$ cat src/rtl/traffic_lamp_monitor_pkg.sv
// Shared types and helpers for the traffic lamp conflict monitor.
package traffic_lamp_monitor_pkg;

  // Decoded state of one street's lamp triple.
  typedef enum logic [1:0] {
    PH_UNK = 2'd0,
    PH_RED = 2'd1,
    PH_GRN = 2'd2,
    PH_YLW = 2'd3
  } phase_e;

  typedef logic [2:0] fault_code_t;

  localparam fault_code_t FC_NONE      = 3'd0;
  localparam fault_code_t FC_CONFLICT  = 3'd1;
  localparam fault_code_t FC_INVALID   = 3'd2;
  localparam fault_code_t FC_ILLEGAL   = 3'd3;
  localparam fault_code_t FC_SHORT_YLW = 3'd4;

  typedef struct packed {
    logic   valid;
    phase_e phase;
  } lamp_dec_t;

  // Exactly one lamp lit gives a valid phase; anything else is invalid.
  function automatic lamp_dec_t decode_lamps(input logic grn, input logic ylw, input logic red);
    lamp_dec_t dec;
    dec = '{valid: 1'b0, phase: PH_UNK};
    case ({grn, ylw, red})
      3'b100:  dec = '{valid: 1'b1, phase: PH_GRN};
      3'b010:  dec = '{valid: 1'b1, phase: PH_YLW};
      3'b001:  dec = '{valid: 1'b1, phase: PH_RED};
      default: dec = '{valid: 1'b0, phase: PH_UNK};
    endcase
    return dec;
  endfunction

  // Forward steps of the normal cycle; self-loops are handled by the caller.
  function automatic logic is_legal_step(input phase_e cur, input phase_e nxt);
    return (cur == PH_RED && nxt == PH_GRN) ||
           (cur == PH_GRN && nxt == PH_YLW) ||
           (cur == PH_YLW && nxt == PH_RED);
  endfunction

endpackage

$ cat src/rtl/traffic_lamp_monitor_if.sv
// Lamp drives from the controller and fault/phase reporting back to it.
interface traffic_lamp_monitor_if;
  import traffic_lamp_monitor_pkg::*;

  logic        pgrn1, pylw1, pred1;
  logic        pgrn2, pylw2, pred2;
  logic        pfm;
  logic        pfault;
  fault_code_t fault_code;
  logic        fault_chan;
  phase_e      phase1, phase2;

  // Controller side: drives lamps, receives the flash request and status.
  modport master (
    output pgrn1, pylw1, pred1, pgrn2, pylw2, pred2,
    input  pfm, pfault, fault_code, fault_chan, phase1, phase2
  );

  // Monitor side.
  modport slave (
    input  pgrn1, pylw1, pred1, pgrn2, pylw2, pred2,
    output pfm, pfault, fault_code, fault_chan, phase1, phase2
  );
endinterface

$ cat src/rtl/traffic_lamp_monitor_lamp_channel_check.sv
// Per-street phase tracker: follows the lamps and flags invalid patterns,
// illegal phase steps and yellows released to red too early.
module lamp_channel_check
  import traffic_lamp_monitor_pkg::*;
#(
  parameter int MIN_YLW = 3,
  parameter int DEB     = 2
) (
  input  logic   clock,
  input  logic   pclr,
  input  logic   grn,
  input  logic   ylw,
  input  logic   red,
  output phase_e phase,
  output logic   invalid_fault,
  output logic   illegal_fault,
  output logic   short_ylw_fault
);

  localparam int DW = $clog2(MIN_YLW + 1);
  localparam int IW = $clog2(DEB + 1);

  phase_e        state_q, state_d;
  logic [DW-1:0] dwell_q, dwell_d, dwell_inc;
  logic [IW-1:0] inv_cnt_q, inv_cnt_d;
  lamp_dec_t     dec;

  // Next state, counters and fault flags from the registered lamp triple.
  always_comb begin
    // NOTE: every output of this block gets a default first so no path leaves a latch.
    dec             = decode_lamps(grn, ylw, red);
    state_d         = state_q;
    dwell_d         = dwell_q;
    inv_cnt_d       = inv_cnt_q;
    invalid_fault   = 1'b0;
    illegal_fault   = 1'b0;
    short_ylw_fault = 1'b0;
    // The current cycle counts toward the yellow dwell, so compare the bumped value.
    dwell_inc       = (dwell_q == DW'(MIN_YLW)) ? dwell_q : dwell_q + DW'(1);

    if (!dec.valid) begin
      // Hold the phase; a glitch must persist DEB cycles before it is a fault.
      inv_cnt_d     = (inv_cnt_q == IW'(DEB)) ? inv_cnt_q : inv_cnt_q + IW'(1);
      invalid_fault = (inv_cnt_d == IW'(DEB));
      if (state_q == PH_YLW) dwell_d = dwell_inc;
    end else begin
      inv_cnt_d = '0;
      state_d   = dec.phase;
      if (state_q != PH_UNK && dec.phase != state_q && !is_legal_step(state_q, dec.phase))
        illegal_fault = 1'b1;
      if (state_q == PH_YLW && dec.phase == PH_RED && dwell_inc < DW'(MIN_YLW))
        short_ylw_fault = 1'b1;
      if (dec.phase == PH_YLW) dwell_d = (state_q == PH_YLW) ? dwell_inc : '0;
      else                     dwell_d = '0;
    end
  end

  // Channel state register with synchronous clear.
  always_ff @(posedge clock) begin
    // NOTE: sequential state uses non-blocking assignments so all flops sample together.
    if (pclr) begin
      state_q   <= PH_UNK;
      dwell_q   <= '0;
      inv_cnt_q <= '0;
    end else begin
      state_q   <= state_d;
      dwell_q   <= dwell_d;
      inv_cnt_q <= inv_cnt_d;
    end
  end

  assign phase = state_q;

endmodule

$ cat src/rtl/traffic_lamp_monitor.sv
// Lamp conflict monitor: registers the lamp drives, runs per-street checks
// plus the cross-street conflict check, and latches the first fault.
module traffic_lamp_monitor
  import traffic_lamp_monitor_pkg::*;
#(
  parameter int MIN_YLW = 3,
  parameter int DEB     = 2
) (
  input logic                   clock,
  input logic                   pclr,
  traffic_lamp_monitor_if.slave lamp_bus
);

  logic [2:0]  lamp1_q, lamp1_d, lamp2_q, lamp2_d;   // {grn, ylw, red}
  phase_e      phase1, phase2;
  logic        inv1, inv2, ill1, ill2, shy1, shy2, conflict;
  fault_code_t code_sel;
  logic        chan_sel;
  logic        pfault_q, pfault_d, pfm_q, pfm_d, fault_chan_q, fault_chan_d;
  fault_code_t fault_code_q, fault_code_d;

  // Stage 1 capture of the raw lamp drives.
  always_comb begin
    lamp1_d = {lamp_bus.pgrn1, lamp_bus.pylw1, lamp_bus.pred1};
    lamp2_d = {lamp_bus.pgrn2, lamp_bus.pylw2, lamp_bus.pred2};
  end

  // Input registers, cleared so a restart begins from an all-dark sample.
  always_ff @(posedge clock) begin
    if (pclr) begin
      lamp1_q <= '0;
      lamp2_q <= '0;
    end else begin
      lamp1_q <= lamp1_d;
      lamp2_q <= lamp2_d;
    end
  end

  lamp_channel_check #(.MIN_YLW(MIN_YLW), .DEB(DEB)) u_chan1 (
    .clock(clock), .pclr(pclr),
    .grn(lamp1_q[2]), .ylw(lamp1_q[1]), .red(lamp1_q[0]),
    .phase(phase1), .invalid_fault(inv1), .illegal_fault(ill1), .short_ylw_fault(shy1)
  );

  lamp_channel_check #(.MIN_YLW(MIN_YLW), .DEB(DEB)) u_chan2 (
    .clock(clock), .pclr(pclr),
    .grn(lamp2_q[2]), .ylw(lamp2_q[1]), .red(lamp2_q[0]),
    .phase(phase2), .invalid_fault(inv2), .illegal_fault(ill2), .short_ylw_fault(shy2)
  );

  // Any green-or-yellow on both streets at once is a conflict, regardless of validity.
  assign conflict = (lamp1_q[2] | lamp1_q[1]) & (lamp2_q[2] | lamp2_q[1]);

  // Priority encode this cycle's faults and decide whether the latch takes one.
  always_comb begin
    code_sel     = FC_NONE;
    chan_sel     = 1'b0;
    if      (conflict) code_sel = FC_CONFLICT;
    else if (inv1)      code_sel = FC_INVALID;
    else if (inv2)    begin code_sel = FC_INVALID;   chan_sel = 1'b1; end
    else if (ill1)      code_sel = FC_ILLEGAL;
    else if (ill2)    begin code_sel = FC_ILLEGAL;   chan_sel = 1'b1; end
    else if (shy1)      code_sel = FC_SHORT_YLW;
    else if (shy2)    begin code_sel = FC_SHORT_YLW; chan_sel = 1'b1; end

    pfault_d     = pfault_q;
    fault_code_d = fault_code_q;
    fault_chan_d = fault_chan_q;
    pfm_d        = 1'b0;
    // Only the first fault is recorded; later ones neither pulse nor overwrite.
    if (!pfault_q && code_sel != FC_NONE) begin
      pfault_d     = 1'b1;
      fault_code_d = code_sel;
      fault_chan_d = chan_sel;
      pfm_d        = 1'b1;
    end
  end

  // Fault latch; clear wins over a fault found in the same cycle.
  always_ff @(posedge clock) begin
    if (pclr) begin
      pfault_q     <= 1'b0;
      fault_code_q <= FC_NONE;
      fault_chan_q <= 1'b0;
      pfm_q        <= 1'b0;
    end else begin
      pfault_q     <= pfault_d;
      fault_code_q <= fault_code_d;
      fault_chan_q <= fault_chan_d;
      pfm_q        <= pfm_d;
    end
  end

  assign lamp_bus.pfm        = pfm_q;
  assign lamp_bus.pfault     = pfault_q;
  assign lamp_bus.fault_code = fault_code_q;
  assign lamp_bus.fault_chan = fault_chan_q;
  assign lamp_bus.phase1     = phase1;
  assign lamp_bus.phase2     = phase2;

endmodule
$ cat src/flat_wrapper.sv
// flat-port wrapper written by rule: the top's interface ports become plain ports
module traffic_lamp_monitor_flat import traffic_lamp_monitor_pkg::*;
#(
  parameter int MIN_YLW = 3,
  parameter int DEB     = 2
)
  (clock, pclr, lamp_bus_pgrn1, lamp_bus_pylw1, lamp_bus_pred1, lamp_bus_pgrn2, lamp_bus_pylw2, lamp_bus_pred2, lamp_bus_pfm, lamp_bus_pfault, lamp_bus_fault_code, lamp_bus_fault_chan, lamp_bus_phase1, lamp_bus_phase2);
  traffic_lamp_monitor_if lamp_bus_i ();
  input logic clock;
  input logic pclr;
  input wire logic [$bits(lamp_bus_i.pgrn1)-1:0] lamp_bus_pgrn1;
  input wire logic [$bits(lamp_bus_i.pylw1)-1:0] lamp_bus_pylw1;
  input wire logic [$bits(lamp_bus_i.pred1)-1:0] lamp_bus_pred1;
  input wire logic [$bits(lamp_bus_i.pgrn2)-1:0] lamp_bus_pgrn2;
  input wire logic [$bits(lamp_bus_i.pylw2)-1:0] lamp_bus_pylw2;
  input wire logic [$bits(lamp_bus_i.pred2)-1:0] lamp_bus_pred2;
  output wire logic [$bits(lamp_bus_i.pfm)-1:0] lamp_bus_pfm;
  output wire logic [$bits(lamp_bus_i.pfault)-1:0] lamp_bus_pfault;
  output wire logic [$bits(lamp_bus_i.fault_code)-1:0] lamp_bus_fault_code;
  output wire logic [$bits(lamp_bus_i.fault_chan)-1:0] lamp_bus_fault_chan;
  output wire logic [$bits(lamp_bus_i.phase1)-1:0] lamp_bus_phase1;
  output wire logic [$bits(lamp_bus_i.phase2)-1:0] lamp_bus_phase2;
  assign lamp_bus_i.pgrn1 = lamp_bus_pgrn1;
  assign lamp_bus_i.pylw1 = lamp_bus_pylw1;
  assign lamp_bus_i.pred1 = lamp_bus_pred1;
  assign lamp_bus_i.pgrn2 = lamp_bus_pgrn2;
  assign lamp_bus_i.pylw2 = lamp_bus_pylw2;
  assign lamp_bus_i.pred2 = lamp_bus_pred2;
  assign lamp_bus_pfm = lamp_bus_i.pfm;
  assign lamp_bus_pfault = lamp_bus_i.pfault;
  assign lamp_bus_fault_code = lamp_bus_i.fault_code;
  assign lamp_bus_fault_chan = lamp_bus_i.fault_chan;
  assign lamp_bus_phase1 = lamp_bus_i.phase1;
  assign lamp_bus_phase2 = lamp_bus_i.phase2;
  traffic_lamp_monitor #(.MIN_YLW(MIN_YLW), .DEB(DEB)) u_core (.clock(clock), .pclr(pclr), .lamp_bus(lamp_bus_i));
endmodule
$ cat config.mk
export PLATFORM = sky130hd
export DESIGN_NAME = traffic_lamp_monitor_flat
export DESIGN_NICKNAME = d
export VERILOG_FILES = /design/src/rtl/traffic_lamp_monitor_pkg.sv /design/src/rtl/traffic_lamp_monitor_if.sv /design/src/rtl/traffic_lamp_monitor_lamp_channel_check.sv /design/src/rtl/traffic_lamp_monitor.sv /design/src/flat_wrapper.sv
export SDC_FILE = /design/constraint.sdc
export NUM_CORES = 1
export LEC_CHECK = 0
export ABC_AREA = 1
export ABC_CLOCK_PERIOD_IN_PS = 2190
export BUFFER_PORTS_ARGS = -buffer_cell sky130_fd_sc_hd__buf_2
export CAP_MARGIN = 40
export CORE_MARGIN = 2
export CORE_UTILIZATION = 35
export DETAILED_ROUTE_END_ITERATION = 12
export PLACE_DENSITY = 0.53
export RECOVER_POWER = 50
export SLEW_MARGIN = 25
export SYNTH_ARGS = -nofsm -noshare
export SYNTH_HDL_FRONTEND = slang
export SYNTH_HIERARCHICAL = 1
export SYNTH_SLANG_ARGS = --single-unit
$ cat constraint.sdc
create_clock -name clock -period 2.19 [get_ports clock]
set_input_delay 0.438 -clock clock [delete_from_list [all_inputs] [get_ports clock]]
set_output_delay 0.438 -clock clock [all_outputs]
set_load 0.02 [all_outputs]
; ---- Word-level counts from Yosys, hierarchy flattened
; Index checks and enable logic that the tools add are counted.
[classes]
eq_ne = 26
order_cmp = 2
n_reduce_logical = 27
bitwise = 3
mux = 39
addsub = 4
[op_table]
columns = cell, n
row1 = "equality test 2 bit, second input constant", 14
row2 = two-way mux 2 bit, 12
row3 = two-way mux 3 bit, 7
row4 = two-way mux 1 bit, 18
row5 = one-hot mux 3 bit (3 select lines), 2
row6 = logical AND 1 bit, 13
row7 = "adder 2 x 1 -> 2 bit, second input constant", 4
row8 = "equality test 2 x 1 -> 1 bit, second input constant", 4
row9 = nonzero test 2 bit, 4
row10 = "equality test 3 x 1 -> 1 bit, second input constant", 2
row11 = "equality test 3 x 2 -> 1 bit, second input constant", 2
row12 = "equality test 3 bit, second input constant", 2
row13 = logical OR 1 bit, 4
row14 = "less-than comparator 2 bit, second input constant", 2
row15 = inequality test 2 bit, 2
row16 = OR reduction 2 bit, 2
row17 = zero test 1 bit, 3
row18 = nonzero test 3 bit, 1
row19 = OR 1 bit, 2
row20 = AND 1 bit, 1
[word_totals]
regBits = 24
in_bits = 8
output_inout_bits = 10
word_cells = 113

; ---- Longest topological paths before layout
[depth]
word_depth = 18
ltp_mapped = 16
ltp_nobuf = 16

; ---- By module
; The synthesis kept the hierarchy.
[modules_own_cells]
columns = module, cells_per_inst, seq_area_each_um2, n_inst, area_each_um2
row1 = lamp_channel_check, 61, 120.1, 2, 375.4
row2 = traffic_lamp_monitor, 70, 240.2, 1, 521.8

; ---- Worst setup path before layout
; Ideal clock, no wire load.
[synth_path]
path_kind = register to register
from = register u_core.lamp2_q[1]
to = register u_core.fault_chan_q, in the netlist u_core/lamp_bus.fault_chan
arrival_time_ns = 1.456
path_slack_ns = 0.621
synth_period_minus_slack_ns = 1.569
stages_incl_launch_ff = 16
required_time_ns = 2.077
cell_sequence = dfxtp_1 nor2_1 nand2_2 nand2_2 nor2_2 nand3_1 nand2_1 nor2_2 inv_2 nand2_2 nor2_4 nand3_4 nand2_4 nand2_1 nand2_1 nor2_1
[synth_via]
elab_chain_cells = 17
elab_cells_between_ends = 40
[synth_rtl]
columns = element, line
row1 = start: declaration, traffic_lamp_monitor.sv:14  ; logic [2:0] lamp1_q, lamp1_d, lamp2_q, lamp2_d;
row2 = start signal: assignment, traffic_lamp_monitor.sv:35  ; lamp2_q <= lamp2_d;
row3 = "equality test 3 x 1 -> 1 bit, or another cell as far along", traffic_lamp_monitor_pkg.sv:29  ; case ({grn, ylw, red})
row4 = one-hot mux 3 bit (3 select lines) *, traffic_lamp_monitor_pkg.sv:29
row5 = equality test 2 bit (on tied branches), "traffic_lamp_monitor_pkg.sv:40, traffic_lamp_monitor_pkg.sv:41"
row6 = logical AND 1 bit (on tied branches), "traffic_lamp_monitor_pkg.sv:40, traffic_lamp_monitor_pkg.sv:41"
row7 = logical OR 1 bit, traffic_lamp_monitor_pkg.sv:40  ; return (cur == PH_RED && nxt == PH_GRN) ||
row8 = logical OR 1 bit, traffic_lamp_monitor_pkg.sv:41  ; (cur == PH_GRN && nxt == PH_YLW) ||
row9 = zero test 1 bit, traffic_lamp_monitor_lamp_channel_check.sv:49  ; if (state_q != PH_UNK && dec.phase != state_q && !is_legal_step(state_q, dec.phase))
row10 = logical AND 1 bit, traffic_lamp_monitor_lamp_channel_check.sv:49
row11 = [... 2 more ...], n/a
row12 = via u_core.ill2, traffic_lamp_monitor.sv:16  ; logic inv1, inv2, ill1, ill2, shy1, shy2, conflict;
row13 = two-way mux 3 bit, traffic_lamp_monitor.sv:62  ; else if (ill2) begin code_sel = FC_ILLEGAL; chan_sel = 1'b1; end
row14 = two-way mux 3 bit, traffic_lamp_monitor.sv:61  ; else if (ill1) code_sel = FC_ILLEGAL;
row15 = two-way mux 3 bit, traffic_lamp_monitor.sv:60  ; else if (inv2) begin code_sel = FC_INVALID; chan_sel = 1'b1; end
row16 = two-way mux 3 bit, traffic_lamp_monitor.sv:59  ; else if (inv1) code_sel = FC_INVALID;
row17 = two-way mux 3 bit, traffic_lamp_monitor.sv:58  ; if (conflict) code_sel = FC_CONFLICT;
row18 = nonzero test 3 bit, traffic_lamp_monitor.sv:71  ; if (!pfault_q && code_sel != FC_NONE) begin
row19 = logical AND 1 bit, traffic_lamp_monitor.sv:71
row20 = end signal: assignment, traffic_lamp_monitor.sv:89  ; fault_chan_q <= fault_chan_d;
row21 = end: declaration, traffic_lamp_monitor.sv:19  ; logic pfault_q, pfault_d, pfm_q, pfm_d, fault_chan_q, fault_chan_d;
; The timed path passes the listed nets; every way through them passes the cells marked *.
; A chain may end at the register's enable or synchronous reset.

; ---- Final worst setup path
[layout_path]
from = register u_core.lamp1_q[2]
to = register u_core.fault_chan_q, in the netlist u_core/lamp_bus.fault_chan
[layout_via]
elab_chain_cells = 16
elab_cells_between_ends = 38
[layout_rtl]
columns = element, line
row1 = start: declaration, traffic_lamp_monitor.sv:14
row2 = start signal: assignment, traffic_lamp_monitor.sv:34  ; lamp1_q <= lamp1_d;
row3 = "equality test 3 x 1 -> 1 bit, or another cell as far along", traffic_lamp_monitor_pkg.sv:29
row4 = one-hot mux 3 bit (3 select lines) *, traffic_lamp_monitor_pkg.sv:29
row5 = equality test 2 bit (on tied branches), "traffic_lamp_monitor_pkg.sv:40, traffic_lamp_monitor_pkg.sv:41"
row6 = logical AND 1 bit (on tied branches), "traffic_lamp_monitor_pkg.sv:40, traffic_lamp_monitor_pkg.sv:41"
row7 = logical OR 1 bit, traffic_lamp_monitor_pkg.sv:40
row8 = logical OR 1 bit, traffic_lamp_monitor_pkg.sv:41
row9 = zero test 1 bit, traffic_lamp_monitor_lamp_channel_check.sv:49
row10 = logical AND 1 bit, traffic_lamp_monitor_lamp_channel_check.sv:49
row11 = two-way mux 1 bit, traffic_lamp_monitor_lamp_channel_check.sv:49
row12 = two-way mux 1 bit *, traffic_lamp_monitor_lamp_channel_check.sv:41  ; if (!dec.valid) begin
row13 = via u_core.ill1, traffic_lamp_monitor.sv:16
row14 = two-way mux 3 bit, traffic_lamp_monitor.sv:61
row15 = two-way mux 3 bit, traffic_lamp_monitor.sv:60
row16 = two-way mux 3 bit, traffic_lamp_monitor.sv:59
row17 = two-way mux 3 bit, traffic_lamp_monitor.sv:58
row18 = nonzero test 3 bit, traffic_lamp_monitor.sv:71
row19 = logical AND 1 bit, traffic_lamp_monitor.sv:71
; Marks and branches as above.

==> impl_metrics.tcl <==
set metrics [dict create \
    run_status "completed" \
    slew_headroom_pct 41.6 \
    crit_fanout 4 \
    criticalPathCategory "reg2reg" \
    fin_ws_ns 0.444 \
    yosysSeqAreaShare_pct 37.8 \
    skew_ns 0.0128 \
    drc 0 \
    fin_tns_setup_ns 0 \
    finalSetupViolCount 0 \
    grt_pass1_wl_um 4170 \
    wire_per_inst_um 8.84 \
    postCtsSetupBuffers 0 \
    drive_gt1_share_pct 20.4 \
    track_usage_pct 12.7 \
    die_w_um 64.3 \
    drt_iter0_drc 43 \
    gp_congestion 0.771 \
    hpwl_um 1800 \
    min_period_over_period_pct 79.7 \
    dpl_cell_area_mm2 0.00141 \
    start_kind "register" \
    start_util_pct 37.3 \
    synth.distinct_cells 23 \
    final.min_clock_period_ns 1.75 \
    syn_inst 192 \
    ant_nets 0 \
    hold_path.startpoint "lamp_bus_pylw2" \
    end_kind "register" \
    slew_violations 0 \
    cts-root-buf "clkbuf_4" \
    syn_to_final_growth_pct 12.3 \
    hold_buffers 0 \
    powerDensity_mw_per_mm2 672 \
    num_rows 21 \
    final_area_mm2 0.00143 \
    path_clk_slew_ns 0.11 \
    drt-vias-per-instance 4.31 \
    vias 1107 \
    r2r_cells 15 \
    cts_buffers 3 \
    cts.sinks 24 \
    die_y_um 64.3 \
    num_io_pins 18 \
    holdPathStages 3 \
    finalPower_w 0.000960 \
    final_net_count 223 \
    worstReg2RegStart "u_core/lamp1_q[2]" \
    core_mm2 0.00342 \
    tightest_slew_ns 0.876 \
    io_buffer_count 17 \
    hold-path-endpoint "u_core/lamp2_q[1]" \
    netlist_area_mm2 0.00127 \
    syn-mean-instance-area_um2 6.63 \
    arrival_ns 1.95 \
    dp_slack_ns 0.476 \
    cts_tree "yes" \
    htreeDepth 1 \
    clk_latency_ns 0.30 \
    vdd_ir_drop_max_mv 0.375 \
    fmax_ghz 0.573 \
    grt_max_degree 20 \
    synth_fp_nets 202 \
    grt_pass1_vias 1047 \
    yosys_register_bits 24 \
    leakagePower_nw 0.720 \
    wl_um 2270 \
    die_area_mm2 0.00413 \
    diodes 0 \
    hold_class "in2reg" \
    dr.pass1.iters 4 \
    rsz0062_at_grt "no" \
    grt-ovfl-total 0 \
    r2r_setup_slack_ns 0.44 \
    yosys_warnings 6 \
    antenna_found_initial 0 \
    cap_violations 0 \
    r2r_end "u_core/lamp_bus.fault_chan" \
    required_ns 2.39 \
    cts_buffer_depth 2 \
    hold_viol_final 0 \
    fin_util_pct 41.8 \
    cts_resized 0 \
]
==> logic make-up after synthesis <==
| logic type | share of synthesized area, % |
|---|---|
| DFF | 37.8 |
| adders and majority gates | 1.97 |
| and+or+nand+nor | 40.6 |
| AOI/OAI and AO/OA | 7.18 |
| buffers and inverters | 12.5 |
==> cell usage after synthesis, drive strengths merged <==
master | number | area [um2]
o21a | 1 | 7.51
o21ai | 3 | 15.0
nor3 | 2 | 10.0
nand4 | 2 | 12.5
o21bai | 2 | 15.0
inv | 41 | 154
nand2 | 52 | 238
buf | 1 | 5.00
ha | 2 | 25.0
nand3 | 12 | 82.6
nand3b | 1 | 7.51
dfxtp | 24 | 480
nor2 | 39 | 166
a21oi | 10 | 53.8
==> metrics by stage <==
stage | instances | hold slack (ns)
6_report | 257 | 0.332
5_1_grt | 257 | 0.307
4_1_cts | 257 | 0.317
3_5_place_dp | 254 | 0.465
3_3_place_gp | 254 | 0.460
2_1_floorplan | 192 | 0.460
==> cell usage in the layout, fill, tap and decap left out, types with 3 or more instances in the layout <==
| cell | netlist | final |
|---|---|---|
| a21oi_1 | 9 | 9 |
| buf_2 | 1 | 16 |
| clkbuf_4 | 0 | 3 |
| dfxtp_1 | 24 | 24 |
| inv_1 | 37 | 37 |
| inv_2 | 4 | 4 |
| nand2_1 | 41 | 42 |
| nand2_2 | 8 | 7 |
| nand2_4 | 3 | 3 |
| nand3_1 | 9 | 9 |
| nor2_1 | 33 | 33 |
| nor2_2 | 5 | 5 |
==> worst max path at each step <==
stage / start / end / cells past startpoint
6_report: u_core/lamp1_q[2] / u_core/lamp_bus.fault_chan / 15
3_3_place_gp: u_core/lamp2_q[1] / u_core/lamp_bus.fault_chan / 15
2_1_floorplan: u_core/lamp2_q[1] / u_core/lamp_bus.fault_chan / 15
4_1_cts: u_core/lamp2_q[1] / u_core/lamp_bus.fault_chan / 15
5_1_grt: u_core/lamp1_q[2] / u_core/lamp_bus.pfault / 13
3_5_place_dp: u_core/lamp1_q[2] / u_core/lamp_bus.fault_chan / 15
==> power by group <==
| group | leakage (nW) | internal [W] | switching (W) | total [W] |
|---|---|---|---|---|
| sequential | 0.198 | 0.000474 | 0.0000259 | 0.000500 |
| combinational | 0.508 | 0.0000990 | 0.000179 | 0.000278 |
| clock | 0.0138 | 0.0000641 | 0.000118 | 0.000182 |
| total | 0.720 | 0.000637 | 0.000323 | 0.000960 |
==> final cells by class <==
type                       count  area, um2
sequential                    24        480
multi-input combinational    126        631
inverter                      41        154
timing repair buffer          17       83.8
clock buffer                   3       22.5
fill                         373       1990
tap                           46       57.6
==> worst max-delay path: stages, from the launching register on <==
cell and delay (ns):
dfxtp_1 0.38, inv_1 0.10, nand3_1 0.13, nand2_1 0.11, nor2_2 0.11, nand3_1 0.09, nand2_1 0.09, nor2_2 0.05
inv_2 0.06, nand2_2 0.05, nor2_4 0.14, nand3_4 0.10, nand2_4 0.09, nand2_1 0.05, nand2_1 0.05, nor2_1 0.05
==> flip-flops by register name, indices dropped and copies added (netlist names) <==
name and count:
u_core/u_chan2/phase 2, u_core/lamp_bus.pfm 1, u_core/u_chan2/inv_cnt_q 2, u_core/lamp1_q 3
u_core/lamp_bus.pfault 1, u_core/lamp2_q 3, u_core/u_chan1/phase 2, u_core/u_chan1/inv_cnt_q 2
u_core/lamp_bus.fault_chan 1, u_core/u_chan2/dwell_q 2, u_core/lamp_bus.fault_code 3, u_core/u_chan1/dwell_q 2
==> per-layer routing <==
metal | track usage [%] | share of wire, %
met1 | 15.0 | 52
met2 | 22.3 | 43
met3 | 4.23 | 3.8
met4 | 2.39 | 0.79
met5 | 0 | 0
Note: power is estimated with default switching activity, not from simulation.
